## src/rtl/serial_add_pkg.sv

```systemverilog
// Shared definitions for the bit-serial add/subtract controller:
// state encoding, default width and the uio pin map.
package serial_add_pkg;

    typedef enum logic [1:0] {
        IDLE = 2'd0,
        RUN  = 2'd1,
        DONE = 2'd2
    } state_e;

    localparam int WIDTH_DEF = 8;

    // Control strobes on uio_in
    localparam int LOAD_A_BIT = 0;
    localparam int LOAD_B_BIT = 1;
    localparam int START_BIT  = 2;
    localparam int SUB_BIT    = 3;

    // Status flags on uio_out
    localparam int BUSY_BIT = 4;
    localparam int DONE_BIT = 5;
    localparam int COUT_BIT = 6;

    // Only the three status pins are ever driven
    localparam logic [7:0] UIO_OE_MASK = 8'h70;

endpackage

```

## src/rtl/serial_fa_slice.sv

```systemverilog
// One-bit full adder built from two half-adder cells. The controller
// reuses this single slice for every bit position, one bit per clock.
module serial_fa_slice (
    input  logic a,
    input  logic b,
    input  logic cin,
    output logic s,
    output logic cout
);

    logic ha0Sum;
    logic ha0Carry;
    logic ha1Carry;

    // First half-adder cell combines the two operand bits
    assign ha0Sum   = a ^ b;
    assign ha0Carry = a & b;

    // Second half-adder cell folds in the incoming carry
    assign s        = ha0Sum ^ cin;
    assign ha1Carry = ha0Sum & cin;

    // A carry out of either cell propagates
    assign cout     = ha0Carry | ha1Carry;

endmodule

```

## src/rtl/tt_um_serial_add_ctrl.sv

```systemverilog
// Bit-serial add/subtract controller behind the standard tile pins.
// Operands are loaded from ui_in, then shifted LSB first through one
// shared full-adder slice; the result builds up in a shift register
// that drives uo_out directly.
module tt_um_serial_add_ctrl
    import serial_add_pkg::*;
#(
    parameter int WIDTH = WIDTH_DEF
) (
    input  logic       clk,
    input  logic       rst_n,
    input  logic       ena,
    input  logic [7:0] ui_in,
    input  logic [7:0] uio_in,
    output logic [7:0] uo_out,
    output logic [7:0] uio_out,
    output logic [7:0] uio_oe
);

    localparam int CNT_W = (WIDTH > 1) ? $clog2(WIDTH) : 1;
    localparam logic [CNT_W-1:0] LAST_CNT = CNT_W'(WIDTH - 1);

    state_e           state_q;
    logic [WIDTH-1:0] a_q;
    logic [WIDTH-1:0] b_q;
    logic [WIDTH-1:0] sum_q;
    logic             carry_q;
    logic [CNT_W-1:0] cnt_q;
    logic             sub_q;
    logic             busy_q;
    logic             done_q;
    logic             cout_q;

    logic [WIDTH-1:0] a_d;
    logic [WIDTH-1:0] b_d;
    logic [WIDTH-1:0] sum_d;

    logic loadA;
    logic loadB;
    logic loadAny;
    logic startReq;
    logic subReq;
    logic bEff;
    logic sBit;
    logic cNext;
    logic lastBit;

    // ena and the upper uio_in pins carry no function here
    logic unused_ok;
    assign unused_ok = &{1'b0, ena, uio_in[7:4]};

    // Decode the control strobes from the bidirectional input pins
    assign loadA    = uio_in[LOAD_A_BIT];
    assign loadB    = uio_in[LOAD_B_BIT];
    assign startReq = uio_in[START_BIT];
    assign subReq   = uio_in[SUB_BIT];
    assign loadAny  = loadA | loadB;

    // Subtraction is A + ~B + 1: invert B here, the +1 is the seeded carry
    assign bEff    = b_q[0] ^ sub_q;
    assign lastBit = (cnt_q == LAST_CNT);

    serial_fa_slice uFaSlice (
        .a    (a_q[0]),
        .b    (bEff),
        .cin  (carry_q),
        .s    (sBit),
        .cout (cNext)
    );

    // Next values of the operand and result shift registers for one RUN step
    always_comb begin
        a_d   = a_q >> 1;
        b_d   = b_q >> 1;
        sum_d = {sBit, sum_q[WIDTH-1:1]};
    end

    // Control FSM with registered status flags; loads beat start in
    // IDLE/DONE, and RUN ignores every strobe until the last bit
    always_ff @(posedge clk or negedge rst_n) begin
        if (!rst_n) begin
            state_q <= IDLE;
            a_q     <= '0;
            b_q     <= '0;
            sum_q   <= '0;
            carry_q <= 1'b0;
            cnt_q   <= '0;
            sub_q   <= 1'b0;
            busy_q  <= 1'b0;
            done_q  <= 1'b0;
            cout_q  <= 1'b0;
        end else begin
            case (state_q)
                IDLE, DONE: begin
                    if (loadAny) begin
                        if (loadA) a_q <= ui_in[WIDTH-1:0];
                        if (loadB) b_q <= ui_in[WIDTH-1:0];
                        state_q <= IDLE;
                        done_q  <= 1'b0;
                    end else if (startReq) begin
                        state_q <= RUN;
                        busy_q  <= 1'b1;
                        done_q  <= 1'b0;
                        cnt_q   <= '0;
                        sum_q   <= '0;
                        sub_q   <= subReq;
                        carry_q <= subReq;
                        cout_q  <= 1'b0;
                    end
                end
                RUN: begin
                    a_q     <= a_d;
                    b_q     <= b_d;
                    sum_q   <= sum_d;
                    carry_q <= cNext;
                    cnt_q   <= cnt_q + CNT_W'(1);
                    if (lastBit) begin
                        state_q <= DONE;
                        busy_q  <= 1'b0;
                        done_q  <= 1'b1;
                        cout_q  <= cNext;
                    end
                end
                default: begin
                    state_q <= IDLE;
                    busy_q  <= 1'b0;
                    done_q  <= 1'b0;
                end
            endcase
        end
    end

    // Result register drives the output pins directly
    assign uo_out = sum_q;

    // Status pins: only busy, done and carry_out are ever non-zero
    always_comb begin
        uio_out           = '0;
        uio_out[BUSY_BIT] = busy_q;
        uio_out[DONE_BIT] = done_q;
        uio_out[COUT_BIT] = cout_q;
    end

    assign uio_oe = UIO_OE_MASK;

endmodule

```

## config.mk

```make
export PLATFORM = sky130hd
export DESIGN_NAME = tt_um_serial_add_ctrl
export DESIGN_NICKNAME = d
export VERILOG_FILES = /design/src/rtl/serial_add_pkg.sv /design/src/rtl/serial_fa_slice.sv /design/src/rtl/tt_um_serial_add_ctrl.sv
export SDC_FILE = /design/constraint.sdc
export NUM_CORES = 1
export LEC_CHECK = 0
export CORE_MARGIN = 1
export CORE_UTILIZATION = 35
export DETAILED_ROUTE_END_ITERATION = 8
export PLACE_DENSITY = 0.61
export SETUP_SLACK_MARGIN = 0.02
export SLEW_MARGIN = 10
export SYNTH_ARGS = -nofsm -noshare
export SYNTH_HDL_FRONTEND = slang
export SYNTH_SLANG_ARGS = --single-unit
```

## constraint.sdc

```tcl
create_clock -name clk -period 2.5 [get_ports clk]
set_clock_uncertainty 0.05 [all_clocks]
set_input_delay 0.75 -clock clk [delete_from_list [all_inputs] [get_ports clk]]
set_output_delay 0.75 -clock clk [all_outputs]
set_load 0.01 [all_outputs]
```

**After elaboration in Yosys (flattened, before gate mapping)**

Cells that the tools add are included.

- Bits in registers: 34
- Bits of input ports: 19
- Output and inout bits: 24
- Logic and storage cells: 69

- Add/sub/neg operators: 1
- Eq/ne operators: 10
- Multiplexer cells: 30
- Bitwise logic cells: 8
- Reduce and logical (&&, ||, !) cells: 10

Operators by type and width:

| cell | count |
|---|---|
| 2-to-1 mux 8 bit | 6 |
| one-hot mux 8 bit (2 select lines) | 3 |
| AND reduction 3 bit | 5 |
| inequality test 2 bit (second input constant) | 6 |
| 2-to-1 mux 1 bit | 10 |
| one-hot mux 1 bit (2 select lines) | 4 |
| 2-to-1 mux 2 bit | 3 |
| 2-to-1 mux 3 bit | 2 |
| one-hot mux 3 bit (2 select lines) | 1 |
| one-hot mux 2 bit (2 select lines) | 1 |
| AND reduction 4 bit | 1 |
| adder 3 x 1 -> 3 bit (second input constant) | 1 |
| equality test 3 bit (second input constant) | 1 |
| inequality test 3 bit (second input constant) | 1 |
| bitwise XOR 1 bit | 3 |
| bitwise AND 1 bit | 2 |
| equality test 2 x 1 -> 1 bit (second input constant) | 1 |
| equality test 2 bit (second input constant) | 1 |
| logical NOT 2 bit | 1 |
| OR 1 bit | 2 |
| AND reduction 2 bit | 1 |
| nonzero test 2 bit | 1 |
| OR reduction 2 bit | 1 |
| inverter 1 bit | 1 |

**Longest topological paths before layout**

- Word-level depth: 6
- Gate-level depth with buffers: 6
- Mapped depth without buffers: 5

**Hierarchy**

From an unflattened synthesis, not the netlist that was laid out.

- Cells, all modules: 155
- Area total of the unflattened synthesis: 1,720.4 um^2

Modules (own cells, without submodules):

| module | instances | cells each | area an instance (um^2) | sequential area each (um^2) |
|---|---|---|---|---|
| tt_um_serial_add_ctrl | 1 | 154 | 1,700.4 | 850.8 |
| serial_fa_slice | 1 | 1 | 20.0 | 0.0 |

**Worst setup path before layout**

No wires, ideal clock.

- Path kind: input to register
- From: input uio_in[1]
- To: register cnt_q[2]
- Library setup time: 0.121 ns
- Data arrival time: 1.817 ns
- Required time: 2.329 ns
- Slack: 0.512 ns
- Stages on the path: 5
- Buffers on the path: 2
- Path through: or4b_4 buf_6 and2_4 buf_6 a22o_1

- Word-level cells in the longest chain between the ends: 3

Ends and longest elaborated chain:

| item | RTL line | text |
|---|---|---|
| start, declared | tt_um_serial_add_ctrl.sv:14 | `input logic [7:0] uio_in,` |
| OR 1 bit | tt_um_serial_add_ctrl.sv:57 | `assign loadAny = loadA \| loadB;` |
| inequality test 2 bit (no source line) | n/a |  |
| AND reduction 3 bit (no source line) | n/a |  |
| end signal, assigned | tt_um_serial_add_ctrl.sv:116 | `cnt_q <= cnt_q + CNT_W'(1);` |
| end, declared | tt_um_serial_add_ctrl.sv:28 | `logic [CNT_W-1:0] cnt_q;` |

Every way passes these cells.
A chain may end at the register's enable or synchronous reset.

**Final worst setup path**

- From: input uio_in[1]
- To: register sum_q[6], in the netlist uo_out[6]

- Word-level cells in the longest chain between the ends: 3

Ends and longest elaborated chain:

| item | RTL line | text |
|---|---|---|
| OR 1 bit | tt_um_serial_add_ctrl.sv:57 |  |
| inequality test 2 bit (no source line) | n/a |  |
| AND reduction 3 bit (no source line) | n/a |  |
| end signal, assigned | tt_um_serial_add_ctrl.sv:114 | `sum_q <= sum_d;` |
| end, declared | tt_um_serial_add_ctrl.sv:26 | `logic [WIDTH-1:0] sum_q;` |

Every way passes these cells.

==> metrics.csv <==
metric;value;unit
Slew headroom;26.9;%
outcome;complete, no violations;
Hold Path End;uo_out[0]$_DFFE_PN0P_;
fin. max-slew vios;0;
Yosys top cell by area;dfrtp_1;
r2r endpoint;b_q[1]$_DFFE_PN0P_;
initial antenna violation count;0;
worst-path cell chain;clkdlybuf4s50_1, or4b_4, and2_4, a22o_1;
global-route wire length before repair;5570;um
Pleak;0.000875;uW
Cell Count, Final, Fillers Out;250;
Synth warnings;0;
Die W;73.1;um
RSZ-0062 raised after global routing;no;
DRT Wirelength;3360;um
post-synthesis cell type count;27;
Reg2Reg Launch Point;state_q[0]$_DFFE_PN0P_;
via count of the first global-routing pass;1200;
CTS tree;built;
hold path cells;1;
initial DRC count;55;
CTS Hold Bufs;0;
Die Y-Extent;73.1;um
core footprint;4790;um2
post-CTS resize count;0;
Mapped Avg Cell Area;10.8;um2
most common cell after layout, fill and taps aside;dfrtp_1;
Worst-Margin Slew;1.09;ns
FF-to-FF setup slack;0.76;ns
critical path fanouts, max;11;
MaxCap Viol Count;0;
Placement Rows;25;
min-delay worst type;flip-flop to flip-flop;
Area growth syn-to-layout;16.4;%
mapped cell area;1770;um2
Sink Count;34;
Ant. Diodes;0;
fin crit period;2.13;ns
Post-DP HPWL;2320;um
Critical Path AT;2.25;ns
Die Area;5350;um2
register bit total from synthesis;34;
total congestion overflow;0;
hold path start;uo_out[0]$_DFFE_PN0P_;
dpl cells;243;
largest cells by area after synthesis;dfrtp_1 48%, mux2i_1 7.9%, buf_4 6.8%, a22o_1 4.9%, a211oi_1 4.7%;
Final Cycle Share;85.3;%
Post-route DRC;0;
critical path's top delay family;simple AND/OR/NAND/NOR gates;
crit start category;input port;
worst endpoint required time;2.61;ns
post-detailed-route count of antenna-violating nets;0;
Skew-Pair Late Insertion Delay;0.28;ns
PD cells;1130;nW/um2
TNS Setup;0;ns
R2R cell count;3;
Tot GR Track Use;14.1;%
Buffers on Ports;24;
clk buf depth;2;
per-cell routed wire length;13.4;um
most frequent cells in the layout;34 x dfrtp_1, 24 x clkdlybuf4s50_1, 15 x a21oi_1, 14 x mux2i_1, 13 x conb_1;
Gate Count Post-Synth;164;
Final Hold Viols;0;
CP endpoint kind;flip-flop;
count of final setup violators;0;
Root Driver;clkbuf_8;
I/O pin cnt;43;
VDD IR max;0.446;mV
total power draw;2330;uW
clk slew on worst S/H paths;0.07;ns
Buf/Inv on CP;1;
Slowest-stage cell, CP;or4b_4;
delay of the slowest critical-path stage;0.59;ns
RePlAce Congestion;0.814;
# nets final;205;
largest net degree at the start of global routing;35;
TritonCTS Buffers;5;
number of H-tree levels;2;
kind of critical path;input port to flip-flop;
top-area cell type share of the netlist area;48.1;%
post-DR vias/cell;5.01;
Filler cells;461;
Seq/Total Area, Yosys;48.1;%
Initial Util;37.0;%
instance count on the critical path;4;
Fmax;469;MHz
first drt pass iteration count;4;
via count;1253;
fraction of layout cells with a size suffix above 1;7.10;%
Post-CTS Setup Bufs;0;
## synthesized netlist by cell type, drive strengths merged
cell / n
or4: 1
or4b: 1
conb: 2
xor2: 1
nand2b: 2
ha: 2
mux2i: 14
nand2: 5
clkbuf: 7
a211oi: 11
buf: 21
nor2b: 12
mux2: 1
and2: 1
o21ai: 9
a32o: 3
a21oi: 15
inv: 1
a21o: 4
dfrtp: 34
a22o: 10
fa: 1
nor2: 2
nand3: 4
## final cells by class
class,count,area [um2],area share [%]
Clock buffer,7,76.3,3.70
Inverter,1,3.75,0.182
Multi-Input combinational cell,112,768,37.3
Sequential cell,34,851,41.3
Tap cell,67,83.8,4.07
Timing Repair Buffer,29,278,13.5
## power by group
part           switching, uW  internal (uW)
registers                177            800
logic                    475            505
clock network            187            192
total                    838           1500
## through the flow
stage / hold slack [ns] / setup slack [ns] / utilization, % / cell area [um2]
floorplan: 0.398 / 0.512 / - / 1810
global placement: 0.409 / 0.109 / 41.5 / 1980
detailed placement: 0.433 / 0.0781 / 41.5 / 1980
CTS: 0.450 / 0.372 / 43.1 / 2060
global route: 0.474 / 0.350 / 43.1 / 2060
finish: 0.448 / 0.368 / 43.1 / 2060
## state kept, by name, summed over array words and instances, names as in the netlist
signal,cells
carry_q,1
uo_out,8
done_q,1
busy_q,1
state_q,2
a_q,8
cnt_q,3
cout_q,1
b_q,8
sub_q,1
## routing by layer
metal | track usage (%) | up-vias | wire [um]
met5 | 0 | - | 0
met4 | 9.15 | 0 | 132
met2 | 21.1 | 36 | 1530
met1 | 17.7 | 609 | 1530
met3 | 3.87 | 11 | 169
li1 | - | 597 | -
## worst max path at each step
stage                    from                     to
floorplan           uio_in[1]   cnt_q[2]$_DFFE_PN0P_
finish              uio_in[1]  uo_out[6]$_DFFE_PN0P_
global route        uio_in[1]  uo_out[6]$_DFFE_PN0P_
CTS                 uio_in[1]   cnt_q[1]$_DFFE_PN0P_
detailed placement  uio_in[1]   cnt_q[1]$_DFFE_PN0P_
global placement    uio_in[1]  uo_out[7]$_DFFE_PN0P_
## cells by family (layout without fill, tap and decap cells)
| group | count (synthesis) | after routing | share of synthesized area [%] |
|---|---|---|---|
| AO/OA/AOI/OAI | 52 | 52 | 19.8 |
| XOR/XNOR | 1 | 1 | 0.495 |
| flip-flops | 34 | 34 | 48.1 |
| adder cells (fa/ha/maj) | 3 | 3 | 2.54 |
| other | 2 | 13 | 0.424 |
| multiplexers | 15 | 15 | 8.55 |
| AND/OR/NAND/NOR | 28 | 28 | 9.26 |
| buffers and inverters | 29 | 37 | 10.9 |
No activity file was read; power rests on OpenSTA's default activity.
